==> src/rtl/alu_exec_pipe.sv <==
// ---------------------------------------------------------------------------
// alu_exec_pipe
//   Two-stage pipelined ALU execute unit with valid/ready handshakes on both
//   sides. Stage 1 registers the control code and operands; stage 2 computes
//   and registers Result, Zero and Overflow. Ready propagates combinationally
//   from out_ready back to in_ready (no skid buffer), so throughput is one
//   operation per cycle when the consumer is not back-pressuring.
//
// Ports
//   clk        rising-edge clock
//   rst_n      asynchronous active-low reset
//   flush      synchronous; drops every in-flight operation, blocks input
//   in_valid   Control/SrcA/SrcB valid
//   in_ready   unit accepts input this cycle
//   Control    ALU code: 000 add, 001 sub, 010 and, 011 or, 101 slt
//   SrcA/SrcB  operands, WIDTH bits
//   out_valid  Result/Zero/Overflow valid
//   out_ready  consumer takes the output this cycle
//   Result     operation result, WIDTH bits
//   Zero       Result == 0
//   Overflow   signed overflow of add/sub, 0 otherwise
// ---------------------------------------------------------------------------
module alu_exec_pipe #(
  parameter int WIDTH = 32
) (
  input  logic             clk,
  input  logic             rst_n,
  input  logic             flush,
  input  logic             in_valid,
  output logic             in_ready,
  input  logic [2:0]       Control,
  input  logic [WIDTH-1:0] SrcA,
  input  logic [WIDTH-1:0] SrcB,
  output logic             out_valid,
  input  logic             out_ready,
  output logic [WIDTH-1:0] Result,
  output logic             Zero,
  output logic             Overflow
);

  localparam int MSB = WIDTH - 1;

  typedef enum logic [2:0] {
    OP_ADD = 3'b000,
    OP_SUB = 3'b001,
    OP_AND = 3'b010,
    OP_OR  = 3'b011,
    OP_SLT = 3'b101
  } alu_op_e;

  // Stage 1 registers
  logic             s1_valid;
  logic [2:0]       s1_ctrl;
  logic [WIDTH-1:0] s1_a;
  logic [WIDTH-1:0] s1_b;

  // Stage 2 valid (data lives directly in the output registers)
  logic             s2_valid;

  logic             s1_adv;
  logic             s2_adv;

  // Stage-2 combinational results
  logic [WIDTH-1:0] sum;
  logic [WIDTH-1:0] diff;
  logic [WIDTH-1:0] alu_res;
  logic             alu_ov;

  // Handshake: a stage may load when it is empty or its contents move on.
  assign s2_adv    = !s2_valid || out_ready;
  assign s1_adv    = !s1_valid || s2_adv;
  assign in_ready  = s1_adv && !flush;
  assign out_valid = s2_valid;

  assign sum  = s1_a + s1_b;
  assign diff = s1_a - s1_b;

  // NOTE: every output of this block gets a default before the case, so no
  // path leaves a value unassigned and no latch can be inferred.
  always_comb begin
    alu_res = '0;
    alu_ov  = 1'b0;
    case (s1_ctrl)
      OP_ADD: begin
        alu_res = sum;
        alu_ov  = (s1_a[MSB] == s1_b[MSB]) && (sum[MSB] != s1_a[MSB]);
      end
      OP_SUB: begin
        alu_res = diff;
        alu_ov  = (s1_a[MSB] != s1_b[MSB]) && (diff[MSB] != s1_a[MSB]);
      end
      OP_AND: alu_res = s1_a & s1_b;
      OP_OR:  alu_res = s1_a | s1_b;
      // Signed compare directly rather than via the sign of A-B, so the
      // answer stays correct when the subtraction overflows.
      OP_SLT: alu_res = {{(WIDTH-1){1'b0}}, ($signed(s1_a) < $signed(s1_b))};
      // Undefined codes fall through with Result = 0 (hence Zero = 1).
      default: ;
    endcase
  end

  // NOTE: state registers use non-blocking assignments so every flop samples
  // the pre-edge values regardless of block evaluation order.
  always_ff @(posedge clk or negedge rst_n) begin
    if (!rst_n) begin
      s1_valid <= 1'b0;
      s1_ctrl  <= '0;
      s1_a     <= '0;
      s1_b     <= '0;
    end else if (flush) begin
      s1_valid <= 1'b0;
    end else if (s1_adv) begin
      s1_valid <= in_valid;
      if (in_valid) begin
        s1_ctrl <= Control;
        s1_a    <= SrcA;
        s1_b    <= SrcB;
      end
    end
  end

  always_ff @(posedge clk or negedge rst_n) begin
    if (!rst_n) begin
      s2_valid <= 1'b0;
      Result   <= '0;
      Zero     <= 1'b0;
      Overflow <= 1'b0;
    end else if (flush) begin
      // Any output handshake on this edge completes; the pipe empties.
      s2_valid <= 1'b0;
    end else if (s2_adv) begin
      s2_valid <= s1_valid;
      if (s1_valid) begin
        Result   <= alu_res;
        Zero     <= (alu_res == '0);
        Overflow <= alu_ov;
      end
    end
  end

endmodule

==> config.mk <==
export PLATFORM = sky130hd
export DESIGN_NAME = alu_exec_pipe
export DESIGN_NICKNAME = d
export VERILOG_FILES = /design/src/rtl/alu_exec_pipe.sv
export SDC_FILE = /design/constraint.sdc
export NUM_CORES = 1
export LEC_CHECK = 0
export BUFFER_PORTS_ARGS = -buffer_cell sky130_fd_sc_hd__clkbuf_2
export CAP_MARGIN = 0
export CORE_MARGIN = 1
export CORE_UTILIZATION = 30
export DETAILED_ROUTE_END_ITERATION = 10
export PLACE_DENSITY = 0.45
export SLEW_MARGIN = 30
export SYNTH_ARGS = -nofsm -noshare
export SYNTH_HDL_FRONTEND = slang
export SYNTH_SLANG_ARGS = --single-unit
==> constraint.sdc <==
create_clock -name clk -period 9.3 [get_ports clk]
set_input_delay 0.93 -clock clk [delete_from_list [all_inputs] [get_ports clk]]
set_output_delay 0.93 -clock clk [all_outputs]
set_load 0.02 [all_outputs]
==> results.py <==
metrics = {
    "drt": {
        "vias": 7848,
        "wl_per_cell_um": 18.3,
        "drtAntennaViolNets": 0,
        "dr.pass1.iters": 5,
        "wl_um": 27600,
        "drc": 0,
        "vias_per_cell": 5.20,
        "drt_iter0_drc": 439,
    },
    "pwr": {
        "pwr-share-comb_pct": 53.1,
        "pwr-share-clk_pct": 17.8,
        "p_per_area_nw_per_um2": 215,
        "p_seq_share_pct": 29.1,
        "p_leak_nw": 4.66,
        "switching_share_pct": 46.8,
        "netSwitchingPower_mw": 1.01,
        "peakVddDrop_uv": 89.5,
        "p_int_mw": 1.15,
    },
    "critical_path": {
        "cp_slowest_cell": "a211oi_1",
        "cp-start-kind": "register",
        "worstSetupEndpointType": "register",
        "arrival_ns": 4.44,
        "crit_fanout": 7,
        "crit_type": "register to register",
        "path_cells": "inv_1 > ha_1 > inv_2 > a221oi_4 > a21oi_1 > a211oi_1 > mux2i_1 > xnor2_1 > a21oi_1 > nand4_1 > or4_1 > nor2_1 > nand4_1 > o31ai_2",
        "critPathMaxStageDelay_ns": 0.57,
        "cp.required_ns": 9.58,
    },
    "die": {
        "die_area_sq_um": 30700,
        "die_x_um": 175,
        "ios": 108,
        "die_h_um": 175,
        "rows": 63,
        "core_area_sq_um": 29600,
        "start_util_pct": 30.4,
    },
    "grt": {
        "grt_usage_pct": 18.3,
        "grt_pass1_vias": 7614,
        "busiest_layer": "met2",
        "grt_max_degree": 88,
        "use_met1_pct": 26.0,
        "overflow": 0,
        "gr-usage-met3_pct": 2.65,
        "grt_pass1_wl_um": 43800,
        "grt_use_met2_pct": 28.9,
        "antenna_found_initial": 0,
    },
    "yosys": {
        "syn_nets": 1230,
        "synth_commonest_cells": "ha_1, dfrtp_1, nand2_1",
        "synth_cells": 1049,
        "synth.distinct_cells": 80,
        "ys_seq_area_share_pct": 28.7,
        "yosys.area.top_type": "dfrtp_1",
        "synth.area.top_cells": "dfrtp_1, ha_1, mux2_2, a21oi_1, nand2_1",
        "synth_compound_area_share_pct": 22.1,
        "yosys.area_share.simple_pct": 14.5,
        "yosys.area.top_type_share_pct": 28.7,
        "synth_warnings": 0,
        "syn_area_sq_um": 8990,
        "ys_seq_elements": 103,
        "synth_fa_ha_area_share_pct": 15.3,
        "yosys.cell_count.top_type": "ha_1",
        "synthMuxAreaShare_pct": 9.64,
        "avgSynthCellArea_sq_um": 8.57,
        "synth_top_family_by_area": "compound AO/OA/AOI/OAI gates",
        "ys.flop_type": "dfrtp_1",
        "async_reset_ff_share_pct": 100,
        "synthXorXnorAreaFrac_pct": 2.34,
        "synth-edff-count": 0,
    },
    "clock_network": {
        "cts_num_sinks": 103,
        "cts_resized": 0,
        "clk_latency_ns": 0.37,
        "hold_buffers": 0,
        "cts_made_buffers": 9,
        "cts-root-buf": "clkbuf_16",
        "cts_tree": "built",
        "ctsLongestPathBuffers": 2,
        "clk_pin_slew_ns": 0.08,
        "cts_setup_buffers": 0,
        "h-tree-depth": 3,
    },
    "status": {
        "status": "completed",
    },
    "finish": {
        "insertedDiodeCount": 0,
        "n_fill_cell": 3130,
        "fin_nets": 1296,
        "synthToLayoutAreaGrowth_pct": 12.1,
        "drive_gt1_share_pct": 19.7,
    },
    "sta": {
        "post-route-period-util_pct": 44.7,
        "drv_slew": 0,
        "hold_viol": 0,
        "setup_violations": 0,
        "fin_skew_ns": 0.0115,
        "finalSetupTns_ns": 0,
        "maxSlewHeadroom_pct": 29.6,
        "max_freq_mhz": 241,
        "tightestPinTransition_ns": 1.06,
        "fin_crit_ns": 4.15,
        "layout_setup_ws_ns": 5.15,
        "rsz0062_at_grt": "no",
    },
    "run": {
        "drv_cap": 0,
    },
    "place": {
        "place_ws_ns": 5.11,
        "dp.final_hpwl_um": 20900,
        "finalWeightedCongestion": 0.896,
        "portBuffers": 107,
    },
    "hold_path": {
        "min_path_type": "register to register",
    },
}
cells in the final DEF, fill, tap and decap left out, types with 19 or more instances in the layout:
cell,netlist,final
ha_1,107,107
clkbuf_2,0,106
dfrtp_1,103,102
inv_1,98,98
nand2_1,99,98
a21oi_1,83,83
nor2_1,77,76
mux2_2,67,67
o21ai_0,66,66
a211oi_1,22,22
xnor2_1,22,22
nor3_1,19,19
worst paths after layout:
path                            from         end  slack, ns  cells past startpoint
setup / recovery             s1_a[4]        Zero       5.15                     14
hold / removal             Result[6]   Result[6]       0.48                      2
hold reg to reg            Result[6]   Result[6]       0.48                      2
min in group asynchronous      rst_n     s1_b[7]       0.57                      1
max in group asynchronous      rst_n  s1_ctrl[0]       7.47                      2
setup reg to reg             s1_a[4]        Zero       5.15                     14
logic make-up after synthesis:
group,after synthesis
AO/OA/AOI/OAI,299
AND/OR/NAND/NOR,278
buffers and inverters,159
adder cells (fa/ha/maj),109
flip-flops,103
multiplexers,77
XOR/XNOR,24
power by group through the flow:
stage,clock (mW),combinational (mW),sequential [mW]
2_1_floorplan,0,0.782,0.662
3_3_place_gp,0,1.14,0.636
3_5_place_dp,0,1.14,0.641
4_1_cts,0.401,1.14,0.632
5_1_grt,0.413,1.27,0.646
6_report,0.386,1.15,0.629
critical path, delay by kind of cell, from the launching register on:
family                   cells  cell delay (ns)
multiplexers                 1             0.18
AND/OR/NAND/NOR              4             1.06
adder cells (fa/ha/maj)      1             0.45
XOR/XNOR                     1             0.16
buffers and inverters        2             0.17
flip-flops                   1             0.42
AO/OA/AOI/OAI                5             1.60
sequential cells by signal (all words and copies together), names as in the netlist:
| signal | flops |
|---|---|
| Overflow | 1 |
| Result | 32 |
| Zero | 1 |
| out_valid | 1 |
| s1_a | 32 |
| s1_b | 32 |
| s1_ctrl | 3 |
| s1_valid | 1 |
stage by stage:
stage / instances / utilization, % / cell area (sq um) / hold WS (ns) / total power [mW]
2_1_floorplan: 1049 / - / 8990 / 0.506 / 1.44
3_3_place_gp: 1493 / 33.1 / 9770 / 0.463 / 1.78
3_5_place_dp: 1493 / 33.1 / 9780 / 0.466 / 1.78
4_1_cts: 1509 / 34.0 / 10100 / 0.486 / 2.18
5_1_grt: 1510 / 34.1 / 10100 / 0.507 / 2.33
6_report: 1510 / 34.1 / 10100 / 0.481 / 2.16
cell type report:
type | count | area (sq um) | area share (%)
clock buffer | 11 | 243 | 2.41
clock inverter | 5 | 41.3 | 0.410
inverter | 100 | 375 | 3.72
multi-input combinational | 787 | 5750 | 57.1
sequential | 103 | 2580 | 25.6
tap | 390 | 488 | 4.84
timing repair buffer | 114 | 603 | 5.98
routing by layer:
metal,vias up,wire [um]
li1,3848,-
met1,3806,13600
met2,174,12500
met3,20,1130
met4,0,370
met5,-,0
No activity file was read; power rests on OpenSTA's default activity.
